===== config.mk =====
export PLATFORM = sky130hd
export DESIGN_NAME = truth_table_scanner
export DESIGN_NICKNAME = d
export VERILOG_FILES = /design/src/rtl/truth_table_scanner.sv
export SDC_FILE = /design/constraint.sdc
export NUM_CORES = 1
export LEC_CHECK = 0
export BUFFER_PORTS_ARGS = -buffer_cell sky130_fd_sc_hd__buf_2
export CORE_MARGIN = 4
export CORE_UTILIZATION = 45
export CTS_CLUSTER_DIAMETER = 80
export CTS_CLUSTER_SIZE = 14
export DETAILED_ROUTE_END_ITERATION = 10
export PLACE_DENSITY = 0.65
export SYNTH_ARGS = -nofsm -noshare
export SYNTH_HDL_FRONTEND = slang
export SYNTH_SLANG_ARGS = --single-unit

===== constraint.sdc =====
create_clock -name clk -period 5 [get_ports clk]
set_clock_uncertainty 0.2 [all_clocks]
set_input_delay 0.5 -clock clk [delete_from_list [all_inputs] [get_ports clk]]
set_output_delay 0.5 -clock clk [all_outputs]
set_load 0.005 [all_outputs]

===== src/rtl/truth_table_scanner.sv =====
// truth_table_scanner
//   Characterizes a combinational block by sweeping every input value onto
//   `stim` in ascending order and holding each one for SETTLE+1 cycles. The
//   block's response `dut_out` is sampled on the last cycle of each hold. The
//   samples are assembled into a 2^N_IN-bit table (bit k = response to value k),
//   and that table is compared against a reference latched when the scan starts.
//
// Ports
//   clk, rst_n    clock, asynchronous active-low reset
//   start         begin a scan (accepted only while idle)
//   abort         cancel a running scan; published results are kept
//   expected      reference table, latched at scan start
//   stim          stimulus vector (MSB = first listed input of the target)
//   dut_out       response of the block under characterization
//   busy          scan in progress
//   done          one-cycle pulse when a scan completes
//   table_out     last completed captured table
//   match         captured table == latched reference
//   mismatch_cnt  number of differing table bits
module truth_table_scanner #(
  parameter int N_IN   = 3,
  parameter int SETTLE = 2
) (
  input  logic                   clk,
  input  logic                   rst_n,
  input  logic                   start,
  input  logic                   abort,
  input  logic [(1<<N_IN)-1:0]   expected,
  output logic [N_IN-1:0]        stim,
  input  logic                   dut_out,
  output logic                   busy,
  output logic                   done,
  output logic [(1<<N_IN)-1:0]   table_out,
  output logic                   match,
  output logic [N_IN:0]          mismatch_cnt
);

  localparam int TW  = 1 << N_IN;
  localparam int CW  = N_IN + 1;
  localparam int WCW = (SETTLE > 0) ? $clog2(SETTLE + 1) : 1;

  localparam logic [WCW-1:0]  WAIT_LAST = WCW'(SETTLE);
  localparam logic [N_IN-1:0] STIM_LAST = '1;

  typedef enum logic [1:0] {IDLE, SCAN, DONE} state_e;

  state_e            state_q, state_d;
  logic [N_IN-1:0]   stim_q, stim_d;
  logic [WCW-1:0]    wait_q, wait_d;
  logic [TW-1:0]     work_q, work_d;
  logic [TW-1:0]     exp_q, exp_d;
  logic              busy_q, busy_d;
  logic              done_q, done_d;
  logic [TW-1:0]     table_q, table_d;
  logic              match_q, match_d;
  logic [CW-1:0]     mcnt_q, mcnt_d;

  // Sample point of the current vector, and whether it is the final vector.
  logic              sample;
  logic              last;
  logic [TW-1:0]     work_nx;
  logic [TW-1:0]     diff;
  logic [CW-1:0]     pop;

  assign sample = (state_q == SCAN) && (wait_q == WAIT_LAST);
  assign last   = sample && (stim_q == STIM_LAST);

  // Work table including the bit captured this cycle, so the result
  // published on the final edge already contains the last sample.
  always_comb begin
    work_nx = work_q;
    if (sample) work_nx[stim_q] = dut_out;
  end

  always_comb begin
    diff = work_nx ^ exp_q;
    pop  = '0;
    for (int i = 0; i < TW; i++) pop = pop + CW'(diff[i]);
  end

  // State register
  always_ff @(posedge clk or negedge rst_n) begin
    if (!rst_n) begin
      state_q <= IDLE;
      stim_q  <= '0;
      wait_q  <= '0;
      work_q  <= '0;
      exp_q   <= '0;
      busy_q  <= 1'b0;
      done_q  <= 1'b0;
      table_q <= '0;
      match_q <= 1'b0;
      mcnt_q  <= '0;
    end else begin
      state_q <= state_d;
      stim_q  <= stim_d;
      wait_q  <= wait_d;
      work_q  <= work_d;
      exp_q   <= exp_d;
      busy_q  <= busy_d;
      done_q  <= done_d;
      table_q <= table_d;
      match_q <= match_d;
      mcnt_q  <= mcnt_d;
    end
  end

  // Next-state logic; abort outranks the final sample.
  always_comb begin
    state_d = state_q;
    case (state_q)
      IDLE:    if (start) state_d = SCAN;
      SCAN: begin
        if (abort)     state_d = IDLE;
        else if (last) state_d = DONE;
      end
      DONE:    state_d = IDLE;
      default: state_d = IDLE;
    endcase
  end

  // Datapath / registered outputs
  always_comb begin
    stim_d  = stim_q;
    wait_d  = wait_q;
    work_d  = work_q;
    exp_d   = exp_q;
    busy_d  = busy_q;
    done_d  = 1'b0;
    table_d = table_q;
    match_d = match_q;
    mcnt_d  = mcnt_q;
    case (state_q)
      IDLE: begin
        if (start) begin
          busy_d = 1'b1;
          stim_d = '0;
          wait_d = '0;
          work_d = '0;
          exp_d  = expected;
        end
      end
      SCAN: begin
        if (abort) begin
          busy_d = 1'b0;
          stim_d = '0;
          wait_d = '0;
        end else if (sample) begin
          work_d = work_nx;
          wait_d = '0;
          if (last) begin
            table_d = work_nx;
            match_d = (work_nx == exp_q);
            mcnt_d  = pop;
            busy_d  = 1'b0;
            done_d  = 1'b1;
            stim_d  = '0;
          end else begin
            stim_d = stim_q + N_IN'(1);
          end
        end else begin
          wait_d = wait_q + WCW'(1);
        end
      end
      default: ;
    endcase
  end

  assign stim         = stim_q;
  assign busy         = busy_q;
  assign done         = done_q;
  assign table_out    = table_q;
  assign match        = match_q;
  assign mismatch_cnt = mcnt_q;

endmodule


==> flow_summary.toml <==
[placed_design]
dp_hpwl_um = 3354
pre_cts_ws_ns = 0.5095
portBuffers = 30
gp_congestion = 0.8657

[power]
power_density_mw_per_mm2 = 337.7
ir_drop_mv = 0.2037
internal-power_uw = 572.3
seq_power_share_pct = 42.2
clkPwrFrac_pct = 31.5
cellLeakagePower_uw = 0.001256
p_sw_share_pct = 31.66
power_frac_comb_pct = 26.3
p_switching_uw = 265.1

[global_route]
grt_pass1_wl_um = 8293
antenna_found_initial = 0
grt_usage_pct = 17.71
overflow = 0
grt_pass1_vias = 1677
grt_start_max_net_pins = 39

[final_layout]
finalCoreUtilization_pct = 52.50
regArea_sq_um = 950.9
num_antenna_cells = 0
area_growth_pct = 13.65
drive_gt1_share_pct = 18.53
multiInputGateArea_sq_mm = 0.001110
nets = 281
layout_common_cells = "nand2_1 (38), dfrtp_1 (38), buf_2 (30)"
nFillCells = 446

[detailed_routing]
vias = 1649
totalWireLength_um = 4605
ant_nets = 0
drtPass1Iterations = 4
vias_per_cell = 5.058
drtIter0Drc = 120
drc = 0
wl_per_cell_um = 14.13

[clock_tree]
clock_latency_ns = 0.29
post_cts_buffers = 0
cts_buffers = 5
clockBufferDepth = 2
ctsResizeCount = 0
cts_sinks = 38
cts-htree-levels = 2
hold_buffers = 0
clk_pin_slew_ns = 0.08
cts-root-buf = "clkbuf_8"
cts_tree = "done"

[setup_path]
path_delay_family = "adder cells"
path_max_fanout = 7
start_kind = "register"
arrival_ns = 4.46
critical_path_class = "register to register"
crit_slowest_cell = "fa_1"
critPathRequiredTime_ns = 5.01
crit_path_end_kind = "register"
crit_buf_inv = 4
crit_chain = "nand4bb_4 > nor4_1 > mux2i_1 > xor2_1 > inv_1 > fa_1 > fa_1 > inv_1 > fa_1 > inv_1 > ha_1 > inv_1 > fa_1 > o21ai_0"
critPathMaxStageDelay_ns = 0.54

[timing]
slew_headroom_pct = 42.12
min_period_ns = 4.450
fmax_mhz = 224.7
fin_crit_sh_pct = 88.99
tightest_slew_ns = 0.8682
slew_violations = 0
hold_violations = 0
worst_slack_ns = 0.5503
finalSetupViolCount = 0
rsz0062_at_grt = "false"
tns_ns = 0

[synth]
ys_seq_elements = 38
avgSynthCellArea_sq_um = 9.487
yosysSeqAreaShare_pct = 43.58
synth_edf_count = 0
synth_warnings = 0
synth_cells = 230
syn-cell-area_sq_mm = 0.002182
netlist.area_leader.share_pct = 43.58
synth_nets = 253
ys_types = 53
synth_area_leaders = "dfrtp_1 (44%), nand2_1 (6.5%), fa_1 (3.7%)"
async_flop_share_pct = 100.0
yosysTopAreaCell = "dfrtp_1"
synthFlopType = "dfrtp_1"

[run]
cap_viol_max_count = 0

[floorplan]
io_pins = 31
start_util_pct = 46.20
core_area_sq_mm = 0.004723
placementRows = 25
dieArea_sq_mm = 0.006027
die_width_um = 77.64
die_height_um = 77.64

[run_status]
status = "finished, final reports clean"

[worst_hold_path]
hp-class = "input pin to asynchronous set/reset pin"
registers in the layout (all words and copies together) (netlist names):
| signal | cells |
|---|---|
| exp_q | 8 |
| work_q | 8 |
| stim | 3 |
| busy | 1 |
| table_out | 8 |
| done | 1 |
| state_q | 2 |
| mismatch_cnt | 4 |
| wait_q | 2 |
| match | 1 |
worst reg2reg max path, cell delays in order (launching register included):
cell and delay, ns:
dfrtp_1 0.42, nand4bb_4 0.29, nor4_1 0.30, mux2i_1 0.35
xor2_1 0.22, inv_1 0.09, fa_1 0.50, fa_1 0.54
inv_1 0.05, fa_1 0.53, inv_1 0.04, ha_1 0.19
inv_1 0.07, fa_1 0.41, o21ai_0 0.16
through the flow:
| stage | hold WS, ns | std cells | power [uW] | instance area [sq um] |
|---|---|---|---|---|
| after detailed placement | 0.2611 | 318 | 584.4 | 2366 |
| after CTS | 0.1412 | 326 | 851.7 | 2480 |
| after global placement | 0.2546 | 318 | 570.5 | 2366 |
| after global routing | 0.1710 | 326 | 908.6 | 2480 |
| final | 0.1168 | 326 | 837.5 | 2480 |
| after floorplan | 0.004409 | 230 | 522.3 | 2182 |
path summary, 6_finish.rpt:
| kind | from | endpoint | slack, ns | cells past startpoint |
|---|---|---|---|---|
| max in group asynchronous | rst_n | work_q[2] | 3.94 | 1 |
| min in group clk | expected[5] | exp_q[5] | 0.19 | 3 |
| setup reg to reg | state_q[1] | mismatch_cnt[1] | 0.55 | 14 |
| setup / recovery | state_q[1] | mismatch_cnt[1] | 0.55 | 14 |
| hold / removal | rst_n | work_q[5] | 0.12 | 1 |
| hold reg to reg | table_out[4] | table_out[4] | 0.28 | 2 |
final cells by class:
class,instances,area share (%)
repair buffers,31,6.357
well taps,67,3.380
clock inverters,3,1.816
flip-flops and latches,38,38.35
clock buffers,5,2.775
inverters,17,2.573
multi-input cells,165,44.75
cells in the mapped netlist, types with 3 or more instances:
library cell,n
dfrtp_1,38
nand2_1,38
nor2_1,18
inv_1,16
o21ai_0,15
a21oi_1,10
nand3_1,8
nor2b_1,7
ha_1,6
and2_1,5
mux2i_1,5
nand2b_1,5
clkbuf_1,4
fa_1,4
buf_4,3
o21bai_1,3
power groups by stage:
| stage | clock [uW] | sequential, uW | combinational (uW) |
|---|---|---|---|
| floorplan | 0 | 349 | 173 |
| global placement | 0 | 358 | 212 |
| detailed placement | 0 | 360 | 225 |
| CTS | 273 | 353 | 225 |
| global route | 291 | 358 | 260 |
| finish | 264 | 353 | 220 |
per-layer routing:
| layer | track usage [%] | vias up | share of wire (%) | wire length (um) |
|---|---|---|---|---|
| li1 | - | 839 | - | - |
| met1 | 24.59 | 771 | 47 | 2187 |
| met2 | 26.97 | 33 | 45 | 2072 |
| met3 | 3.712 | 6 | 5.5 | 255 |
| met4 | 6.940 | 0 | 1.9 | 89 |
| met5 | 0 | - | 0 | 0 |
logic make-up (layout without fill, tap and decap cells):
kind of cell	count (synthesis)	after routing	share of synthesized area, %
AND/OR/NAND/NOR	98	98	24.20
AO/OA/AOI/OAI	45	45	13.59
flip-flops	38	38	43.58
buffers and inverters	27	56	5.561
adder cells (fa/ha/maj)	10	10	7.110
multiplexers	8	8	4.358
XOR/XNOR	4	4	1.606
Note: power is estimated with default switching activity, not from simulation.
